--- src/rtl/seq_alu_if.sv ---
// seq_alu_if: issue/result bundle between an operand source and seq_alu.
// The master side drives operands and opcode; the slave side (the ALU)
// answers with ready, a one-cycle result pulse, the held result and flags,
// and the 7-segment pattern.
interface seq_alu_if #(
    parameter int WIDTH = 4
);
    logic             in_valid;
    logic             in_ready;
    logic [WIDTH-1:0] a;
    logic [WIDTH-1:0] b;
    logic [4:0]       sel;
    logic             out_valid;
    logic [WIDTH-1:0] result;
    logic             zero;
    logic             carry;
    logic             overflow;
    logic             error;
    logic             busy;
    logic [6:0]       seg;

    modport master (
        output in_valid, a, b, sel,
        input  in_ready, out_valid, result, zero, carry, overflow, error, busy, seg
    );

    modport slave (
        input  in_valid, a, b, sel,
        output in_ready, out_valid, result, zero, carry, overflow, error, busy, seg
    );
endinterface

--- src/rtl/seq_alu.sv ---
// seq_alu: clocked, parametrised ALU with a valid/ready issue handshake.
// Single-cycle ops publish one cycle after accept. MULT (shift-add) and
// DIV (restoring) iterate one bit per cycle for WIDTH cycles, spend one
// cycle in DONE, and write the architectural HI/LO pair, which MFHI/MFLO read.
// Optional feature macro: SEQ_ALU_SEG_DISPLAY_EN adds a registered hex
// 7-segment decode of result[3:0]; without it seg is tied to zero.
// The WIDTH parameter must match the WIDTH of the connected interface.
module seq_alu #(
    parameter int WIDTH = 4
) (
    input  logic     clk,
    input  logic     rst,
    seq_alu_if.slave bus
);

    localparam logic [4:0] OP_ADD  = 5'h00;
    localparam logic [4:0] OP_SUB  = 5'h01;
    localparam logic [4:0] OP_AND  = 5'h02;
    localparam logic [4:0] OP_OR   = 5'h03;
    localparam logic [4:0] OP_XOR  = 5'h04;
    localparam logic [4:0] OP_NOR  = 5'h05;
    localparam logic [4:0] OP_NAND = 5'h06;
    localparam logic [4:0] OP_XNOR = 5'h07;
    localparam logic [4:0] OP_EQU  = 5'h08;
    localparam logic [4:0] OP_GT   = 5'h09;
    localparam logic [4:0] OP_LT   = 5'h0A;
    localparam logic [4:0] OP_ROR  = 5'h0B;
    localparam logic [4:0] OP_ROL  = 5'h0C;
    localparam logic [4:0] OP_MULT = 5'h0D;
    localparam logic [4:0] OP_DIV  = 5'h0E;
    localparam logic [4:0] OP_MFLO = 5'h0F;
    localparam logic [4:0] OP_MFHI = 5'h10;

    localparam int               MSB       = WIDTH - 1;
    localparam int               CNT_W     = $clog2(WIDTH);
    localparam logic [CNT_W-1:0] LAST_STEP = CNT_W'(WIDTH - 1);
    localparam logic [WIDTH-1:0] WIDTH_VAL = WIDTH'(WIDTH);

    typedef enum logic [1:0] {
        IDLE,
        MUL,
        DIV,
        DONE
    } state_e;

    state_e state;
    state_e state_next;

    logic               in_ready_c;
    logic               accept;
    logic               start_mul;
    logic               start_div;
    logic               last_step;

    logic [CNT_W-1:0]   cnt;
    logic [WIDTH-1:0]   work_hi;
    logic [WIDTH-1:0]   work_lo;
    logic [WIDTH-1:0]   opnd;
    logic [WIDTH-1:0]   hi_q;
    logic [WIDTH-1:0]   lo_q;

    logic [WIDTH:0]     add_sum;
    logic [WIDTH:0]     sub_diff;
    logic [WIDTH-1:0]   rot_amt;
    logic [2*WIDTH-1:0] rot_pair;
    logic [2*WIDTH-1:0] ror_wide;
    logic [2*WIDTH-1:0] rol_wide;
    logic [WIDTH-1:0]   res_c;
    logic               carry_c;
    logic               ovf_c;
    logic               err_c;

    logic [WIDTH:0]     mul_sum;
    logic [WIDTH:0]     div_shift;
    logic [WIDTH:0]     div_diff;
    logic               div_ge;
    logic [WIDTH-1:0]   step_hi;
    logic [WIDTH-1:0]   step_lo;

    logic               publish;
    logic [WIDTH-1:0]   pub_result;
    logic               pub_carry;
    logic               pub_ovf;
    logic               pub_err;

    logic               out_valid_q;
    logic [WIDTH-1:0]   result_q;
    logic               zero_q;
    logic               carry_q;
    logic               overflow_q;
    logic               error_q;

    // Next-state and ready: only IDLE accepts, MULT or nonzero-divisor DIV start iterating.
    always_comb begin
        state_next = state;
        in_ready_c = 1'b0;
        case (state)
            IDLE: begin
                in_ready_c = 1'b1;
                if (bus.in_valid) begin
                    if (bus.sel == OP_MULT) begin
                        state_next = MUL;
                    end else if (bus.sel == OP_DIV && bus.b != '0) begin
                        state_next = DIV;
                    end
                end
            end
            MUL, DIV: begin
                if (cnt == LAST_STEP) begin
                    state_next = DONE;
                end
            end
            DONE: begin
                state_next = IDLE;
            end
            default: begin
                state_next = IDLE;
            end
        endcase
    end

    assign accept    = bus.in_valid & in_ready_c;
    assign start_mul = accept && (bus.sel == OP_MULT);
    assign start_div = accept && (bus.sel == OP_DIV) && (bus.b != '0);
    assign last_step = (cnt == LAST_STEP);

    // State register; reset abandons any operation in flight.
    always_ff @(posedge clk or posedge rst) begin
        if (rst) begin
            state <= IDLE;
        end else begin
            state <= state_next;
        end
    end

    // Single-cycle result and flags, computed straight from the live operands.
    always_comb begin
        res_c    = '0;
        carry_c  = 1'b0;
        ovf_c    = 1'b0;
        err_c    = 1'b0;
        add_sum  = {1'b0, bus.a} + {1'b0, bus.b};
        sub_diff = {1'b0, bus.a} - {1'b0, bus.b};
        rot_amt  = bus.b % WIDTH_VAL;
        rot_pair = {bus.a, bus.a};
        ror_wide = rot_pair >> rot_amt;
        rol_wide = rot_pair << rot_amt;
        case (bus.sel)
            OP_ADD: begin
                res_c   = add_sum[WIDTH-1:0];
                carry_c = add_sum[WIDTH];
                ovf_c   = (bus.a[MSB] == bus.b[MSB]) && (add_sum[MSB] != bus.a[MSB]);
            end
            OP_SUB: begin
                res_c   = sub_diff[WIDTH-1:0];
                carry_c = sub_diff[WIDTH];
                ovf_c   = (bus.a[MSB] != bus.b[MSB]) && (sub_diff[MSB] != bus.a[MSB]);
            end
            OP_AND:  res_c = bus.a & bus.b;
            OP_OR:   res_c = bus.a | bus.b;
            OP_XOR:  res_c = bus.a ^ bus.b;
            OP_NOR:  res_c = ~(bus.a | bus.b);
            OP_NAND: res_c = ~(bus.a & bus.b);
            OP_XNOR: res_c = ~(bus.a ^ bus.b);
            OP_EQU:  res_c = {{(WIDTH-1){1'b0}}, (bus.a == bus.b)};
            OP_GT:   res_c = {{(WIDTH-1){1'b0}}, (bus.a > bus.b)};
            OP_LT:   res_c = {{(WIDTH-1){1'b0}}, (bus.a < bus.b)};
            OP_ROR:  res_c = ror_wide[WIDTH-1:0];
            OP_ROL:  res_c = rol_wide[2*WIDTH-1:WIDTH];
            OP_MULT: res_c = '0;
            OP_DIV:  err_c = (bus.b == '0);
            OP_MFLO: res_c = lo_q;
            OP_MFHI: res_c = hi_q;
            default: err_c = 1'b1;
        endcase
    end

    // One iteration of shift-add multiply or restoring divide on the work registers.
    always_comb begin
        mul_sum   = work_lo[0] ? ({1'b0, work_hi} + {1'b0, opnd}) : {1'b0, work_hi};
        div_shift = {work_hi, work_lo[MSB]};
        div_diff  = div_shift - {1'b0, opnd};
        div_ge    = ~div_diff[WIDTH];
        step_hi   = '0;
        step_lo   = '0;
        if (state == MUL) begin
            step_hi = mul_sum[WIDTH:1];
            step_lo = {mul_sum[0], work_lo[WIDTH-1:1]};
        end else begin
            step_hi = div_ge ? div_diff[WIDTH-1:0] : div_shift[WIDTH-1:0];
            step_lo = {work_lo[WIDTH-2:0], div_ge};
        end
    end

    // Pick what gets published this edge: a single-cycle op or the last iteration.
    always_comb begin
        publish    = 1'b0;
        pub_result = res_c;
        pub_carry  = carry_c;
        pub_ovf    = ovf_c;
        pub_err    = err_c;
        if (accept && !start_mul && !start_div) begin
            publish = 1'b1;
        end else if ((state == MUL || state == DIV) && last_step) begin
            publish    = 1'b1;
            pub_result = step_lo;
            pub_carry  = (state == MUL) && (step_hi != '0);
            pub_ovf    = 1'b0;
            pub_err    = 1'b0;
        end
    end

    // Iteration registers and HI/LO; operands are frozen here at accept.
    always_ff @(posedge clk or posedge rst) begin
        if (rst) begin
            cnt     <= '0;
            work_hi <= '0;
            work_lo <= '0;
            opnd    <= '0;
            hi_q    <= '0;
            lo_q    <= '0;
        end else if (start_mul) begin
            cnt     <= '0;
            work_hi <= '0;
            work_lo <= bus.b;
            opnd    <= bus.a;
        end else if (start_div) begin
            cnt     <= '0;
            work_hi <= '0;
            work_lo <= bus.a;
            opnd    <= bus.b;
        end else if (state == MUL || state == DIV) begin
            cnt     <= cnt + 1'b1;
            work_hi <= step_hi;
            work_lo <= step_lo;
            if (last_step) begin
                hi_q <= step_hi;
                lo_q <= step_lo;
            end
        end
    end

    // Result and flag registers hold until the next publish; out_valid pulses once.
    always_ff @(posedge clk or posedge rst) begin
        if (rst) begin
            out_valid_q <= 1'b0;
            result_q    <= '0;
            zero_q      <= 1'b0;
            carry_q     <= 1'b0;
            overflow_q  <= 1'b0;
            error_q     <= 1'b0;
        end else begin
            out_valid_q <= publish;
            if (publish) begin
                result_q   <= pub_result;
                zero_q     <= (pub_result == '0);
                carry_q    <= pub_carry;
                overflow_q <= pub_ovf;
                error_q    <= pub_err;
            end
        end
    end

`ifdef SEQ_ALU_SEG_DISPLAY_EN
    logic [6:0] seg_q;

    function automatic logic [6:0] hex_to_seg(input logic [3:0] v);
        case (v)
            4'h0:    return 7'h3F;
            4'h1:    return 7'h06;
            4'h2:    return 7'h5B;
            4'h3:    return 7'h4F;
            4'h4:    return 7'h66;
            4'h5:    return 7'h6D;
            4'h6:    return 7'h7D;
            4'h7:    return 7'h07;
            4'h8:    return 7'h7F;
            4'h9:    return 7'h6F;
            4'hA:    return 7'h77;
            4'hB:    return 7'h7C;
            4'hC:    return 7'h39;
            4'hD:    return 7'h5E;
            4'hE:    return 7'h79;
            default: return 7'h71;
        endcase
    endfunction

    // Segment pattern tracks the low nibble of each published result.
    always_ff @(posedge clk or posedge rst) begin
        if (rst) begin
            seg_q <= '0;
        end else if (publish) begin
            seg_q <= hex_to_seg(pub_result[3:0]);
        end
    end

    assign bus.seg = seg_q;
`else
    assign bus.seg = 7'b0;
`endif

    assign bus.in_ready  = in_ready_c;
    assign bus.busy      = ~in_ready_c;
    assign bus.out_valid = out_valid_q;
    assign bus.result    = result_q;
    assign bus.zero      = zero_q;
    assign bus.carry     = carry_q;
    assign bus.overflow  = overflow_q;
    assign bus.error     = error_q;

endmodule

--- src/flat_wrapper.sv ---
// flat-port wrapper written by rule: the top's interface ports become plain ports
module seq_alu_flat 
#(
    parameter int WIDTH = 4
)
  (clk, rst, bus_in_valid, bus_a, bus_b, bus_sel, bus_in_ready, bus_out_valid, bus_result, bus_zero, bus_carry, bus_overflow, bus_error, bus_busy, bus_seg);
  seq_alu_if #(.WIDTH(WIDTH)) bus_i ();
  input  logic clk;
  input  logic rst;
  input wire logic [$bits(bus_i.in_valid)-1:0] bus_in_valid;
  input wire logic [$bits(bus_i.a)-1:0] bus_a;
  input wire logic [$bits(bus_i.b)-1:0] bus_b;
  input wire logic [$bits(bus_i.sel)-1:0] bus_sel;
  output wire logic [$bits(bus_i.in_ready)-1:0] bus_in_ready;
  output wire logic [$bits(bus_i.out_valid)-1:0] bus_out_valid;
  output wire logic [$bits(bus_i.result)-1:0] bus_result;
  output wire logic [$bits(bus_i.zero)-1:0] bus_zero;
  output wire logic [$bits(bus_i.carry)-1:0] bus_carry;
  output wire logic [$bits(bus_i.overflow)-1:0] bus_overflow;
  output wire logic [$bits(bus_i.error)-1:0] bus_error;
  output wire logic [$bits(bus_i.busy)-1:0] bus_busy;
  output wire logic [$bits(bus_i.seg)-1:0] bus_seg;
  assign bus_i.in_valid = bus_in_valid;
  assign bus_i.a = bus_a;
  assign bus_i.b = bus_b;
  assign bus_i.sel = bus_sel;
  assign bus_in_ready = bus_i.in_ready;
  assign bus_out_valid = bus_i.out_valid;
  assign bus_result = bus_i.result;
  assign bus_zero = bus_i.zero;
  assign bus_carry = bus_i.carry;
  assign bus_overflow = bus_i.overflow;
  assign bus_error = bus_i.error;
  assign bus_busy = bus_i.busy;
  assign bus_seg = bus_i.seg;
  seq_alu #(.WIDTH(WIDTH)) u_core (.clk(clk), .rst(rst), .bus(bus_i));
endmodule
--- config.mk ---
export PLATFORM = sky130hd
export DESIGN_NAME = seq_alu_flat
export DESIGN_NICKNAME = d
export VERILOG_FILES = /design/src/rtl/seq_alu_if.sv /design/src/rtl/seq_alu.sv /design/src/flat_wrapper.sv
export SDC_FILE = /design/constraint.sdc
export NUM_CORES = 1
export LEC_CHECK = 0
export ABC_AREA = 1
export CORE_MARGIN = 1
export CORE_UTILIZATION = 45
export DETAILED_ROUTE_END_ITERATION = 16
export GPL_ROUTABILITY_DRIVEN = 0
export HOLD_SLACK_MARGIN = 0.06
export PLACE_DENSITY = 0.71
export SLEW_MARGIN = 10
export SYNTH_ARGS = -nofsm -noshare
export SYNTH_HDL_FRONTEND = slang
export SYNTH_SLANG_ARGS = --single-unit
--- constraint.sdc ---
create_clock -name clk -period 6.4 [get_ports clk]
set_clock_uncertainty 0.15 [all_clocks]
set_input_delay 1.28 -clock clk [delete_from_list [all_inputs] [get_ports clk]]
set_output_delay 1.28 -clock clk [all_outputs]
set_load 0.1 [all_outputs]
==> run_results.csv, run 1 <==
group,metric,value,unit
clock_network,cts-resized-gates,0,
sta,max_freq,265,MHz
drt,drc,0,
setup_path,start_kind,"primary input",
setup_path,endpoint_kind,"flip-flop",
setup_path,cp_common_cell,"nand2_1",
global_route,grt_pass1_wl,14400,um
drt,viasPerCell,5.33,
place,preCtsSetupSlack,2410,ps
finish,final_nets,585,
yosys,ys.flop_type,"dfrtp_1",
clock_network,postCtsSetupBuffers,0,
die,fp-row-count,30,
clock_network,clkSinkCount,33,
status,status,"finished clean",
finish,final_cell_area,0.00373,mm2
yosys,synth_most_common_cell,"nand2_1",
yosys,synth_mux_area_frac,0,
finish,stdcell_count,638,
sta,fin_setup_tns,0,ps
finish,drive_gt1_frac,0.0627,
setup_path,reg2reg_from,"u_core.work_lo[3]",
sta,grt_setup_unrepaired,"false",
clock_network,worst_skew_pair.late_latency,280,ps
yosys,synth_top_area_frac,0.248,
setup_path,critPathBufInv,3,
setup_path,critPathLaunch,"bus_b[1]",
place,hpwl,7040,um
setup_path,cpMaxStageDelayCell,"clkdlybuf4s50_1",
setup_path,critPathTopFamily,"buffers and inverters",
global_route,antenna_found_initial,0,
place,place_area,0.00364,mm2
yosys,syn_avg_cell_area,6.47,um2
worst_hold_path,min-delay-start,"u_core.cnt[0]",
yosys,syn_area,0.00332,mm2
clock_network,cts_tree,"yes",
yosys,ys_top_cells_by_area,"dfrtp_1 (25%), nand2_1 (17%), ha_1 (9.0%)",
sta,hold_viol,0,
yosys,synth_cell_types,40,
yosys,synth-xor-area-share,0.00263,
worst_hold_path,hold_class,"flip-flop to flip-flop",
yosys,synth-compound-area-share,0.137,
clock_network,cts.clk_slew.worst_paths,70,ps
global_route,grt_overflow,0,
global_route,grt_use_total,0.240,
drt,wl,8740,um
setup_path,cp.required,6480,ps
drt,drt_iter0_drc,248,
finish,syn2layout_area_growth,12.1,%
setup_path,crit_chain,"clkdlybuf4s50_1 > inv_2 > ha_1 > nor2_1 > nand2_1 > nand2_1 > nand2_1 > nand3_1 > nand2_1 > inv_1 > nand3_1 > nand2_1 > nand2_1 > nor2_1 > nand2_1 > nand2_1",
pwr,ir_drop,0.127,mV
yosys,synth_top_family_by_area,"simple AND/OR/NAND/NOR gates",
drt,drt-wirelength-per-cell,13.7,um
drt,vias,3398,
die,die_area,0.00774,mm2
die,initial_utilization,0.476,
sta,finalSetupViolCount,0,
setup_path,critical-path-max-stage-delay,800,ps
yosys,synth_top_area_cell,"dfrtp_1",
drt,dr.pass1.iters,5,
yosys,synth_edf_count,0,
clock_network,ctsLongestPathBuffers,2,
global_route,grt_pass1_vias,3127,
pwr,powerDensity,436,mW/mm2
die,core_area,0.00698,mm2
die,fp.dieH,88.0,um
yosys,synth-seq-cells,33,
flow_run,max_cap_violations,0,
sta,setup_ws,2620,ps
yosys,yosys.area_share.simple,0.382,
yosys,yosys.area_share.adder,0.114,
die,die_x,88.0,um
place,port_buffers,26,
clock_network,cts_root_buf,"clkbuf_8",
sta,finalCriticalPeriod,3780,ps
sta,min_period_over_period,0.590,
yosys,syn-instance-count,514,
yosys,synth_common_cells,"nand2_1 (151), inv_1 (64), nand3_1 (56)",
setup_path,cp.arrival,3850,ps
die,io_pins,34,
pwr,p_leak,1.90,nW
yosys,async_reset_ff_frac,1.00,
yosys,ys_warn_count,0,
sta,finalMaxSlewViolations,0,
drt,ant_nets,0,
setup_path,worstSetupPathType,"primary input to flip-flop",
yosys,ys_seq_area_frac,0.248,
place,dp_cells,630,
clock_network,postCtsHoldBufs,0,
global_route,grt_max_degree,34,
clock_network,h-tree-depth,2,
finish,antenna_cells,0,
clock_network,cts_buffers,5,
sta,tightest_slew,967,ps
sta,slew-limit-headroom,0.353,
setup_path,crit_fanout,13,
## routing by layer
metal | global-route usage | up-vias | part of all wire
met4 | 0.0835 | 0 | 0.019
met1 | 0.327 | 1543 | 0.46
met5 | 0 | - | 0
met2 | 0.395 | 120 | 0.46
li1 | - | 1719 | -
met3 | 0.0283 | 16 | 0.057
## state kept, by name (all words and copies together) (netlist names), 2 cells and up
| name | count |
|---|---|
| u_core.bus.result | 4 |
| u_core.cnt | 2 |
| u_core.work_hi | 4 |
| u_core.opnd | 4 |
| u_core.state | 2 |
| u_core.lo_q | 4 |
| u_core.work_lo | 4 |
| u_core.hi_q | 4 |
## path summary, 6_finish.rpt
| path | endpoint | slack, ps | depth (start not counted) |
|---|---|---|---|
| worst max-delay path | u_core.bus.zero | 2620 | 16 |
| worst min-delay path | u_core.cnt[0] | 340 | 1 |
| worst max register to register | u_core.work_lo[0] | 3960 | 12 |
| worst min register to register | u_core.cnt[0] | 340 | 1 |
| max in group asynchronous | u_core.opnd[2] | 4570 | 3 |
| min in group asynchronous | u_core.bus.out_valid | 1230 | 3 |
## placed cells by master, fill, tap and decap left out, drive strengths merged
cell type / count
clkinv: 4
buf: 1
fa: 4
clkinvlp: 1
clkdlybuf4s50: 26
clkbuf: 5
a31oi: 5
o221ai: 1
or2: 2
o22ai: 1
nor2: 56
nand4: 9
dfrtp: 33
nand2: 156
a21o: 1
a21oi: 15
conb: 7
a32o: 1
a211oi: 2
inv: 72
o21ai: 36
o21a: 2
nand3: 58
ha: 24
xnor2: 1
nor3: 5
o211ai: 13
and3: 1
## cells by family (layout without fill, tap and decap cells)
kind of cell / Yosys count / count (layout)
DFF: 33 / 33
other: 1 / 7
adders and majority gates: 28 / 28
buffers and inverters: 87 / 109
and+or+nand+nor: 287 / 287
xor gates and xnor gates: 1 / 1
AOI/OAI and AO/OA: 77 / 77
## cell type report
| type | count | area, um2 |
|---|---|---|
| fill | 701 | 3260 |
| multi-input combinational | 400 | 2140 |
| sequential | 33 | 826 |
| inverter | 74 | 285 |
| timing repair buffer | 27 | 268 |
| tap | 96 | 120 |
| clock buffer | 5 | 68.8 |
| clock inverter | 3 | 17.5 |
## stage by stage
step	power, mW	utilization	hold WS (ps)
global placement	1.45	0.521	322
detailed placement	1.47	0.521	323
global route	1.76	0.534	360
floorplan	1.22	-	292
finish	1.62	0.534	338
CTS	1.63	0.534	344
## where the power goes
part / leakage, nW / internal, mW / switching, mW / total [mW]
Clock: 0.0439 / 0.0750 / 0.0787 / 0.154
Sequential: 0.410 / 0.309 / 0.0739 / 0.383
Combinational: 1.44 / 0.330 / 0.759 / 1.09
Total: 1.90 / 0.714 / 0.911 / 1.62
## worst reg2reg max path: cells and delay by family (launching register included)
family | cells | cell delay [ps]
AOI/OAI and AO/OA | 3 | 560
adders and majority gates | 2 | 600
buffers and inverters | 2 | 140
DFF | 1 | 400
and+or+nand+nor | 5 | 500
No activity file was read; power rests on OpenSTA's default activity.
==> run 2: changes to the inputs <==
PLACE_DENSITY = 0.73   (was 0.71)
clock period = 3.2 ns   (was 6.4 ns; I/O delays follow)
==> run 2 against run 1 <==
  * Largest cell class unchanged
  * Design area grew 1.7%
  * Die area unchanged
  * Flip-flop and latch count unchanged
  * Worst setup slack worse by 2300 ps
  * Critical path type unchanged
  * Cell count rose by 1.9%
  * Combinational power up 100%
  * Register-to-register slack worse by 3200 ps
  * Core utilization rose by 0.90 points
==> run_results.csv, run 2 (same netlist as run 1, synthesis figures left out) <==
group,metric,value,unit
status,status,"finished clean",
sta,slew-limit-headroom,0.628,
drt,drc,0,
pwr,powerDensity,860,mW/mm2
finish,multiInputGateArea,0.00214,mm2
setup_path,crit_fanout,4,
finish,final_nets,597,
setup_path,reg2reg_to,"u_core.work_lo[0]",
pwr,p_int,1.41,mW
finish,final_common_cell,"nand2_1",
finish,layout_common_cells,"nand2_1 (151), inv_1 (64), nand3_1 (56)",
sta,min_period_over_period,0.901,
die,initial_utilization,0.476,
sta,tightest_slew,553,ps
die,core_area,0.00698,mm2
place,place_area,0.00370,mm2
finish,final_cell_area,0.00379,mm2
die,die_x,88.0,um
sta,grt_setup_unrepaired,"false",
sta,fin_setup_tns,0,ps
place,port_buffers,26,
sta,hold_viol,0,
drt,dr.pass1.iters,4,
flow_run,max_cap_violations,0,
clock_network,cts.clk_slew.worst_paths,70,ps
global_route,antenna_found_initial,0,
drt,vias,3486,
global_route,met2_usage,0.402,
global_route,grt_pass1_wl,15100,um
global_route,grt_use_met3,0.0198,
finish,antenna_cells,0,
setup_path,cp.required,3270,ps
drt,wl,8930,um
pwr,ir_drop,0.234,mV
clock_network,ctsLongestPathBuffers,2,
setup_path,critPathLaunch,"bus_a[0]",
die,fp-row-count,30,
drt,viasPerCell,5.36,
pwr,combPwrFrac,0.670,
drt,drt-wirelength-per-cell,13.7,um
sta,setup_ws,317,ps
global_route,grt_max_degree,34,
setup_path,reg2regPathDepth,12,
pwr,p_clk_frac,0.094,
pwr,p_total,3.26,mW
global_route,grt_pass1_vias,3158,
setup_path,cp.arrival,2950,ps
worst_hold_path,hold_class,"flip-flop to flip-flop",
pwr,p_leak,1.97,nW
finish,num-fill-cells,736,
die,io_pins,34,
global_route,grt_overflow,0,
setup_path,setup.worst_path.end,"u_core.bus.zero",
sta,finalMaxSlewViolations,0,
pwr,p_switching,1.85,mW
global_route,busiest_layer,"met2",
place,hpwl,7210,um
finish,seqCellArea,826,um2
clock_network,postCtsSetupBuffers,0,
clock_network,worst_skew_pair.late_latency,290,ps
setup_path,worstSetupPathType,"primary input to flip-flop",
clock_network,postCtsHoldBufs,0,
finish,syn2layout_area_growth,14.0,%
pwr,swShare,0.567,
global_route,grt_use_total,0.250,
die,die_area,0.00774,mm2
setup_path,endpoint_kind,"flip-flop",
place,preCtsSetupSlack,98.5,ps
drt,ant_nets,0,
die,fp.dieH,88.0,um
global_route,grt_use_met1,0.360,
setup_path,start_kind,"primary input",
clock_network,h-tree-depth,2,
clock_network,cts-resized-gates,0,
clock_network,cts_buffers,5,
drt,drt_iter0_drc,256,
finish,drive_gt1_frac,0.103,
setup_path,reg2reg_from,"u_core.work_lo[3]",
sta,finalCriticalPeriod,2880,ps
sta,hold_ws,341,ps
sta,finalSetupViolCount,0,
pwr,p_seq_frac,0.236,
clock_network,clkSinkCount,33,
sta,max_freq,347,MHz
clock_network,cts_tree,"yes",
setup_path,reg2reg_slack,730,ps
clock_network,cts_root_buf,"clkbuf_8",
run 2: cell type report:
cell class                      count  area share
Clock inverter                      3     0.00462
Inverter                           74      0.0753
Multi-Input combinational cell    400       0.565
Tap cell                           96      0.0317
Sequential cell                    33       0.218
Clock buffer                        5      0.0182
Timing Repair Buffer               39      0.0872
run 2: worst min path at each step:
| stage | start | to | slack (ps) | cells past startpoint |
|---|---|---|---|---|
| floorplan | u_core.lo_q[1] | u_core.lo_q[1] | 290 | 2 |
| CTS | u_core.lo_q[2] | u_core.lo_q[2] | 340 | 2 |
| global placement | u_core.lo_q[2] | u_core.lo_q[2] | 320 | 2 |
| finish | u_core.cnt[0] | u_core.cnt[0] | 340 | 1 |
| global route | u_core.lo_q[2] | u_core.lo_q[2] | 370 | 2 |
| detailed placement | u_core.lo_q[2] | u_core.lo_q[2] | 310 | 2 |
run 2: power groups by stage:
stage	clock network (mW)	registers [mW]	logic, mW
after global routing	0.331	0.791	2.44
after CTS	0.316	0.765	2.18
after global placement	0	0.769	2.13
after detailed placement	0	0.769	2.18
after floorplan	0	1.11	1.32
final	0.307	0.768	2.18
run 2: worst max-delay path, cell delays in order:
cell	delay, ps
clkdlybuf4s50_1	490
inv_1	170
ha_1	170
inv_1	70
fa_1	390
or2_2	300
nand3_1	80
nand3_1	110
nor2_1	120
nand2_1	60
nand2_1	60
nand2_1	70
nor2_1	120
nand2_1	60
nand2_1	60
run 2: layer usage:
metal,wire length [um],vias up
li1,-,1737
met1,4250,1617
met2,4050,117
met3,502,15
met4,135,0
met5,0,-
run 2: stage by stage:
stage / cells / utilization
2_1_floorplan: 520 / -
3_3_place_gp: 642 / 0.530
3_5_place_dp: 642 / 0.530
4_1_cts: 650 / 0.543
5_1_grt: 650 / 0.543
6_report: 650 / 0.543
==> run 3: changes to the inputs <==
--- a/config.mk
+++ b/config.mk
@@ -9,3 +9,3 @@
 export CORE_MARGIN = 1
-export CORE_UTILIZATION = 45
+export CORE_UTILIZATION = 52
 export DETAILED_ROUTE_END_ITERATION = 16
@@ -13,3 +13,3 @@
 export HOLD_SLACK_MARGIN = 0.06
-export PLACE_DENSITY = 0.73
+export PLACE_DENSITY = 0.82
 export SLEW_MARGIN = 10
--- a/constraint.sdc
+++ b/constraint.sdc
@@ -4,2 +4,2 @@
 set_output_delay 0.64 -clock clk [all_outputs]
-set_load 0.1 [all_outputs]
+set_load 0.005 [all_outputs]
==> run 3 against run 2 <==
  * Power decreased by 13%
  * Clock power increased by 16%
  * Critical path type unchanged
  * Largest cell class unchanged
  * Non-clock buffer count decreased by 7
==> run_results.csv, run 3 (same netlist as run 1, synthesis figures left out) <==
group,metric,value,unit
status,status,"finished clean",
pwr,combPwrFrac,0.601,
pwr,powerDensity,752,mW/mm2
sta,min_period_over_period,0.902,
pwr,p_switching,1.34,mW
pwr,p_clk_frac,0.126,
global_route,antenna_found_initial,0,
drt,vias,3596,
global_route,grt_pass1_wl,14900,um
sta,tightest_slew,574,ps
flow_run,max_cap_violations,0,
clock_network,cts_tree,"yes",
finish,final_common_cell,"nand2_1",
place,hpwl,7110,um
clock_network,cts.clk_slew.worst_paths,60,ps
die,initial_utilization,0.552,
setup_path,endpoint_kind,"flip-flop",
clock_network,h-tree-depth,2,
place,port_buffers,26,
drt,viasPerCell,5.78,
sta,finalCriticalPeriod,2890,ps
setup_path,worstSetupPathType,"primary input to flip-flop",
die,fp-row-count,28,
setup_path,critPathLaunch,"bus_a[2]",
drt,drc,0,
die,fp.dieH,82.0,um
finish,antenna_cells,0,
clock_network,worst_skew_pair.late_latency,300,ps
finish,final_nets,590,
global_route,grt_pass1_vias,3225,
finish,stdcell_count,622,
setup_path,start_kind,"primary input",
die,core_area,0.00603,mm2
pwr,swShare,0.476,
worst_hold_path,hold_class,"flip-flop to flip-flop",
pwr,p_total,2.82,mW
clock_network,postCtsSetupBuffers,0,
clock_network,cts_buffers,5,
pwr,p_int,1.48,mW
clock_network,clkSinkCount,33,
sta,grt_setup_unrepaired,"false",
pwr,p_seq_frac,0.274,
pwr,ir_drop,0.537,mV
setup_path,crit_fanout,9,
clock_network,cts-resized-gates,0,
die,die_area,0.00672,mm2
sta,finalMaxSlewViolations,0,
setup_path,cp.arrival,2920,ps
drt,wl,9040,um
global_route,grt_use_total,0.291,
sta,slew-limit-headroom,0.613,
clock_network,cts_root_buf,"clkbuf_8",
global_route,grt_max_degree,34,
clock_network,postCtsHoldBufs,0,
place,dp_cells,614,
finish,syn2layout_area_growth,12.9,%
sta,fin_setup_tns,0,ps
pwr,p_leak,1.93,nW
global_route,grt_overflow,0,
drt,dr.pass1.iters,7,
sta,max_freq,346,MHz
setup_path,reg2reg_from,"u_core.work_lo[3]",
drt,ant_nets,0,
clock_network,ctsLongestPathBuffers,2,
sta,hold_viol,0,
drt,drt-wirelength-per-cell,14.5,um
finish,drive_gt1_frac,0.0713,
sta,finalSetupViolCount,0,
drt,drt_iter0_drc,359,
die,io_pins,34,
finish,layout_common_cells,"nand2_1 (151), inv_1 (64), nand3_1 (56)",
setup_path,cp.required,3230,ps
worst_hold_path,min-delay-start,"u_core.lo_q[2]",
die,die_x,82.0,um
run 3: cell types whose count changed in the layout (fill, tap and decap cells not counted):
| cell | delta |
|---|---|
| clkdlybuf4s50_1 | +11 |
| clkinvlp_4 | -1 |
| clkinv_2 | -1 |
| clkbuf_8 | +2 |
| buf_4 | -18 |
run 3: worst paths after layout:
path                                        end  slack [ps]  cells after the start
min in group asynchronous  u_core.bus.result[0]         580                      3
hold / removal                   u_core.lo_q[2]         340                      2
max in group asynchronous     u_core.work_lo[2]        2010                      3
setup reg to reg               u_core.bus.carry         700                     14
hold reg to reg                  u_core.lo_q[2]         340                      2
setup / recovery                u_core.bus.zero         310                     16
run 3: layout make-up:
type | count | area, um2
Clock buffer | 7 | 96.3
Sequential cell | 33 | 826
Fill cell | 566 | 2270
Timing Repair Buffer | 32 | 305
Multi-Input combinational cell | 400 | 2140
Tap cell | 75 | 93.8
Clock inverter | 1 | 5.00
Inverter | 74 | 285
run 3: per-stage QoR:
step / utilization / instance area [um2] / worst slack, ps / hold slack (ps)
floorplan: - / 3350 / 842 / 292
global placement: 0.606 / 3650 / 199 / 318
detailed placement: 0.606 / 3650 / 76.3 / 319
CTS: 0.623 / 3750 / 375 / 338
global route: 0.623 / 3750 / 91.2 / 377
finish: 0.623 / 3750 / 314 / 343
run 3: worst max-delay path: stages:
cell             delay (ps)
clkdlybuf4s50_1         540
inv_1                   110
ha_1                    460
inv_1                   130
a21oi_1                 230
nand2_1                 110
nand2_1                 110
nand3_1                  80
nand2_1                  60
inv_1                    40
nand3_1                 110
nand2_1                 100
nand2_1                  70
nor2_1                   40
nand2_1                  40
nand2_1                  40
run 3: metal layers:
layer / vias to the layer above / GRT usage / wire length, um
li1: 1723 / - / -
met1: 1652 / 0.389 / 3900
met2: 194 / 0.469 / 4160
met3: 27 / 0.0444 / 730
met4: 0 / 0.109 / 249
met5: - / 0 / 0
run 3: power groups by stage:
stage | sequential, mW | combinational, mW | clock, mW
2_1_floorplan | 0.731 | 1.19 | 0
3_3_place_gp | 0.767 | 1.62 | 0
3_5_place_dp | 0.771 | 1.67 | 0
4_1_cts | 0.768 | 1.68 | 0.351
5_1_grt | 0.794 | 1.92 | 0.372
6_report | 0.772 | 1.69 | 0.355
==> RTL edit (settings of run 2) <==
Re-encode `state_e` (4 states) as one-hot, 4 bits wide.
--- a/src/rtl/seq_alu.sv
+++ b/src/rtl/seq_alu.sv
@@ -36,11 +36,11 @@
     localparam logic [CNT_W-1:0] LAST_STEP = CNT_W'(WIDTH - 1);
     localparam logic [WIDTH-1:0] WIDTH_VAL = WIDTH'(WIDTH);
 
-    typedef enum logic [1:0] {
-        IDLE,
-        MUL,
-        DIV,
-        DONE
+    typedef enum logic [3:0] {
+        IDLE = 4'b0001,
+        MUL  = 4'b0010,
+        DIV  = 4'b0100,
+        DONE = 4'b1000
     } state_e;
 
     state_e state;
Formal check against the unedited RTL: same outputs for any inputs over 10 cycles, from zero or initial values and one cycle with rst high; not proved beyond that.
==> RTL edit against run 2 <==
  * Routed wire length decreased by 0.83%
  * Worst setup slack improved by 0.15 ns
  * Power decreased by 16%
  * Design area decreased by 4.0%
  * First-iteration DRC count increased by 33%
  * Area after synthesis decreased by 3.8%
  * Hold slack got worse by 0.0058 ns
  * Sequential share of layout area increased by 2.3 points
  * Critical path type unchanged
  * Sequential cell count increased by 2
  * Count of clock-buffer cells in the layout increased by 1
  * Clock power increased by 5%
  * Via count decreased by 4.9%
  * Synthesized cell count decreased by 5.8%
==> RTL edit: results (changes against run 2) <==
Global routing
The overall fraction of global-route tracks in use is 0.252 (was 0.250). The pin count of the biggest net entering global routing is 36 (was 34). The first-pass GRT wire length is 14.6 mm (was 15.1 mm). The number of antenna violations at the first check in global routing was 0 (unchanged).

The number of global-route vias before repair is 3082 (was 3158).

Setup path
The setup slack of the most critical reg-to-reg path is 0.55 ns (was 0.73 ns). The slowest library cell on the worst path was clkdlybuf4s50_1 (unchanged). The peak fanout along the critical path is 8 (was 4).

The highest cell delay on the worst timing path came to 0.49 ns (about the same). The kind of cell adding the most delay to the critical path was buffers and inverters (was simple AND/OR/NAND/NOR gates). The launching point of the worst reg2reg path is u_core.work_lo[3] (unchanged).

The worst setup path startpoint was bus_b[2] (was bus_a[0]). The arrival time of the worst setup path came to 2.78 ns (was 2.95 ns).

Layout
The fraction of layout cells with a size suffix above 1 was 0.102 (was 0.103). The layout net count is 561 (was 597). The number of diodes is 0 (unchanged). The number of cells in the finished layout apart from fillers is 617 (was 650).

Route
The total number of vias came to 3314 (was 3486). The number of DRC violations after detailed-routing iteration 0 came to 340 (was 256). The total routed wirelength is 8.86 mm (was 8.93 mm). The length of the first detailed-routing pass in iterations is 5 (was 4).

Synth
The dominant synthesized flop cell is dfrtp_1 (unchanged). The gate count of the mapped netlist is 484 (was 514). The number of synthesis warnings is 0 (unchanged). The sequential element share of the synthesized area is 0.274 (was 0.248).

Most area-consuming cells after synthesis: dfrtp_1, nand2_1, ha_1 (unchanged). The number of distinct library cells after synthesis is 40 (unchanged). The share of synthesized flip-flops with an asynchronous set or reset came to 1.00 (unchanged). Commonest cells in the synthesized netlist: nand2_1, nor2_1, inv_1 (was nand2_1, inv_1, nand3_1).

Pwr
The maximum ir drop on the vdd rail was 0.000391 V (was 0.000234 V). The leakage component of the power was 1.90 nW (was 1.97 nW). The internal portion of total power is 1.25 mW (was 1.41 mW).

Clock network
After clock tree synthesis, the clock-pin slew on the worst setup and hold paths is 0.08 ns. The clock buffer count from CTS was 5 (unchanged). The total of cells resized after clock tree synthesis is 0 (unchanged). The CTS H-tree depth came to 2 (unchanged).

The clock latency of the later-clocked register in the worst-skew pair is 0.29 ns (about the same). The buffer type at the clock tree root is clkbuf_8 (unchanged). The number of buffers added for setup after CTS is 0 (unchanged). The clock tree buffer depth is 2 (unchanged).

Place
The count of input and output buffers came to 26 (unchanged). The HPWL after detailed placement was 7.09 mm (was 7.21 mm). The instance count after placement with tap cells included is 609 (was 642).

Timing
The final worst hold slack came to 0.335 ns (was 0.341 ns). The number of hold violations in the final report came to 0 (unchanged).

Hold path
The startpoint of the most critical hold path was u_core.cnt[0] (unchanged). The class of the tightest hold or removal check is reg2reg (unchanged).

Run status
Status: finished, final reports clean (unchanged).

Run
The count of max-cap constraint violations is 0 (unchanged).
## RTL edit: cell count changes after synthesis, moves of 3 or more
cell      before  now
nand2_2        2    5
a21oi_1       15   18
nand3_1       56   39
inv_1         64   53
nor3_1         5    0
nand2_1      151  147
nand4_1        9    6
nor2_1        50   54
o22ai_1        1    4
o21ai_0       33   38
ha_1          24   21
o211ai_1      13    5
## RTL edit: worst paths after layout
| path | cells after the start | endpoint |
|---|---|---|
| setup / recovery | 16 | u_core.bus.zero |
| hold / removal | 1 | u_core.cnt[0] |
| hold reg to reg | 1 | u_core.cnt[0] |
| setup reg to reg | 14 | u_core.bus.carry |
| max in group asynchronous | 3 | u_core.state[0] |
| min in group asynchronous | 3 | u_core.bus.carry |
## RTL edit: power by group through the flow
stage	Combinational, mW	Sequential [mW]	Clock (mW)
2_1_floorplan	0.998	1.01	0
3_3_place_gp	1.63	0.720	0
3_5_place_dp	1.67	0.727	0
4_1_cts	1.68	0.720	0.327
5_1_grt	1.86	0.739	0.351
6_report	1.69	0.720	0.323
## RTL edit: per-layer routing
| layer | routed length, um | GRT usage | vias to the layer above |
|---|---|---|---|
| met5 | 0 | 0 | - |
| met4 | 200 | 0.0773 | 0 |
| met3 | 727 | 0.0571 | 26 |
| met2 | 4080 | 0.411 | 174 |
| met1 | 3850 | 0.333 | 1483 |
| li1 | - | - | 1631 |
## RTL edit: logic make-up (layout without fill, tap and decap cells)
family                   after synthesis  in the layout  share of synthesized area
XOR/XNOR                               4              4                     0.0110
adder cells (fa/ha/maj)               25             25                      0.107
flip-flops                            35             35                      0.274
AO/OA/AOI/OAI                         82             82                      0.147
other                                  1              7                    0.00117
AND/OR/NAND/NOR                      264            264                      0.359
buffers and inverters                 73            104                      0.101
## RTL edit: metrics by stage
| stage | util | worst slack (ns) | instance area, um2 | power, mW |
|---|---|---|---|---|
| detailed placement | 0.520 | 0.199 | 3550 | 2.40 |
| CTS | 0.533 | 0.503 | 3640 | 2.73 |
| global route | 0.533 | 0.211 | 3640 | 2.95 |
| finish | 0.533 | 0.464 | 3640 | 2.73 |
| floorplan | - | 0.484 | 3220 | 2.01 |
| global placement | 0.520 | 0.192 | 3550 | 2.35 |
## RTL edit: worst reg2reg max path, delay by kind of cell, from the launching register on
kind,cells,cell delay (ns)
flops,1,0.36
fa+ha+maj,2,0.62
buf+inv,3,0.27
compound gates,2,0.45
simple gates,7,0.71
## RTL edit: cell type report
| cell class | count | area, um2 |
|---|---|---|
| timing repair buffer | 37 | 315 |
| fill | 672 | 3190 |
| sequential | 35 | 877 |
| tap | 96 | 120 |
| inverter | 59 | 221 |
| multi-input combinational | 382 | 2020 |
| clock buffer | 6 | 72.6 |
| clock inverter | 2 | 12.5 |
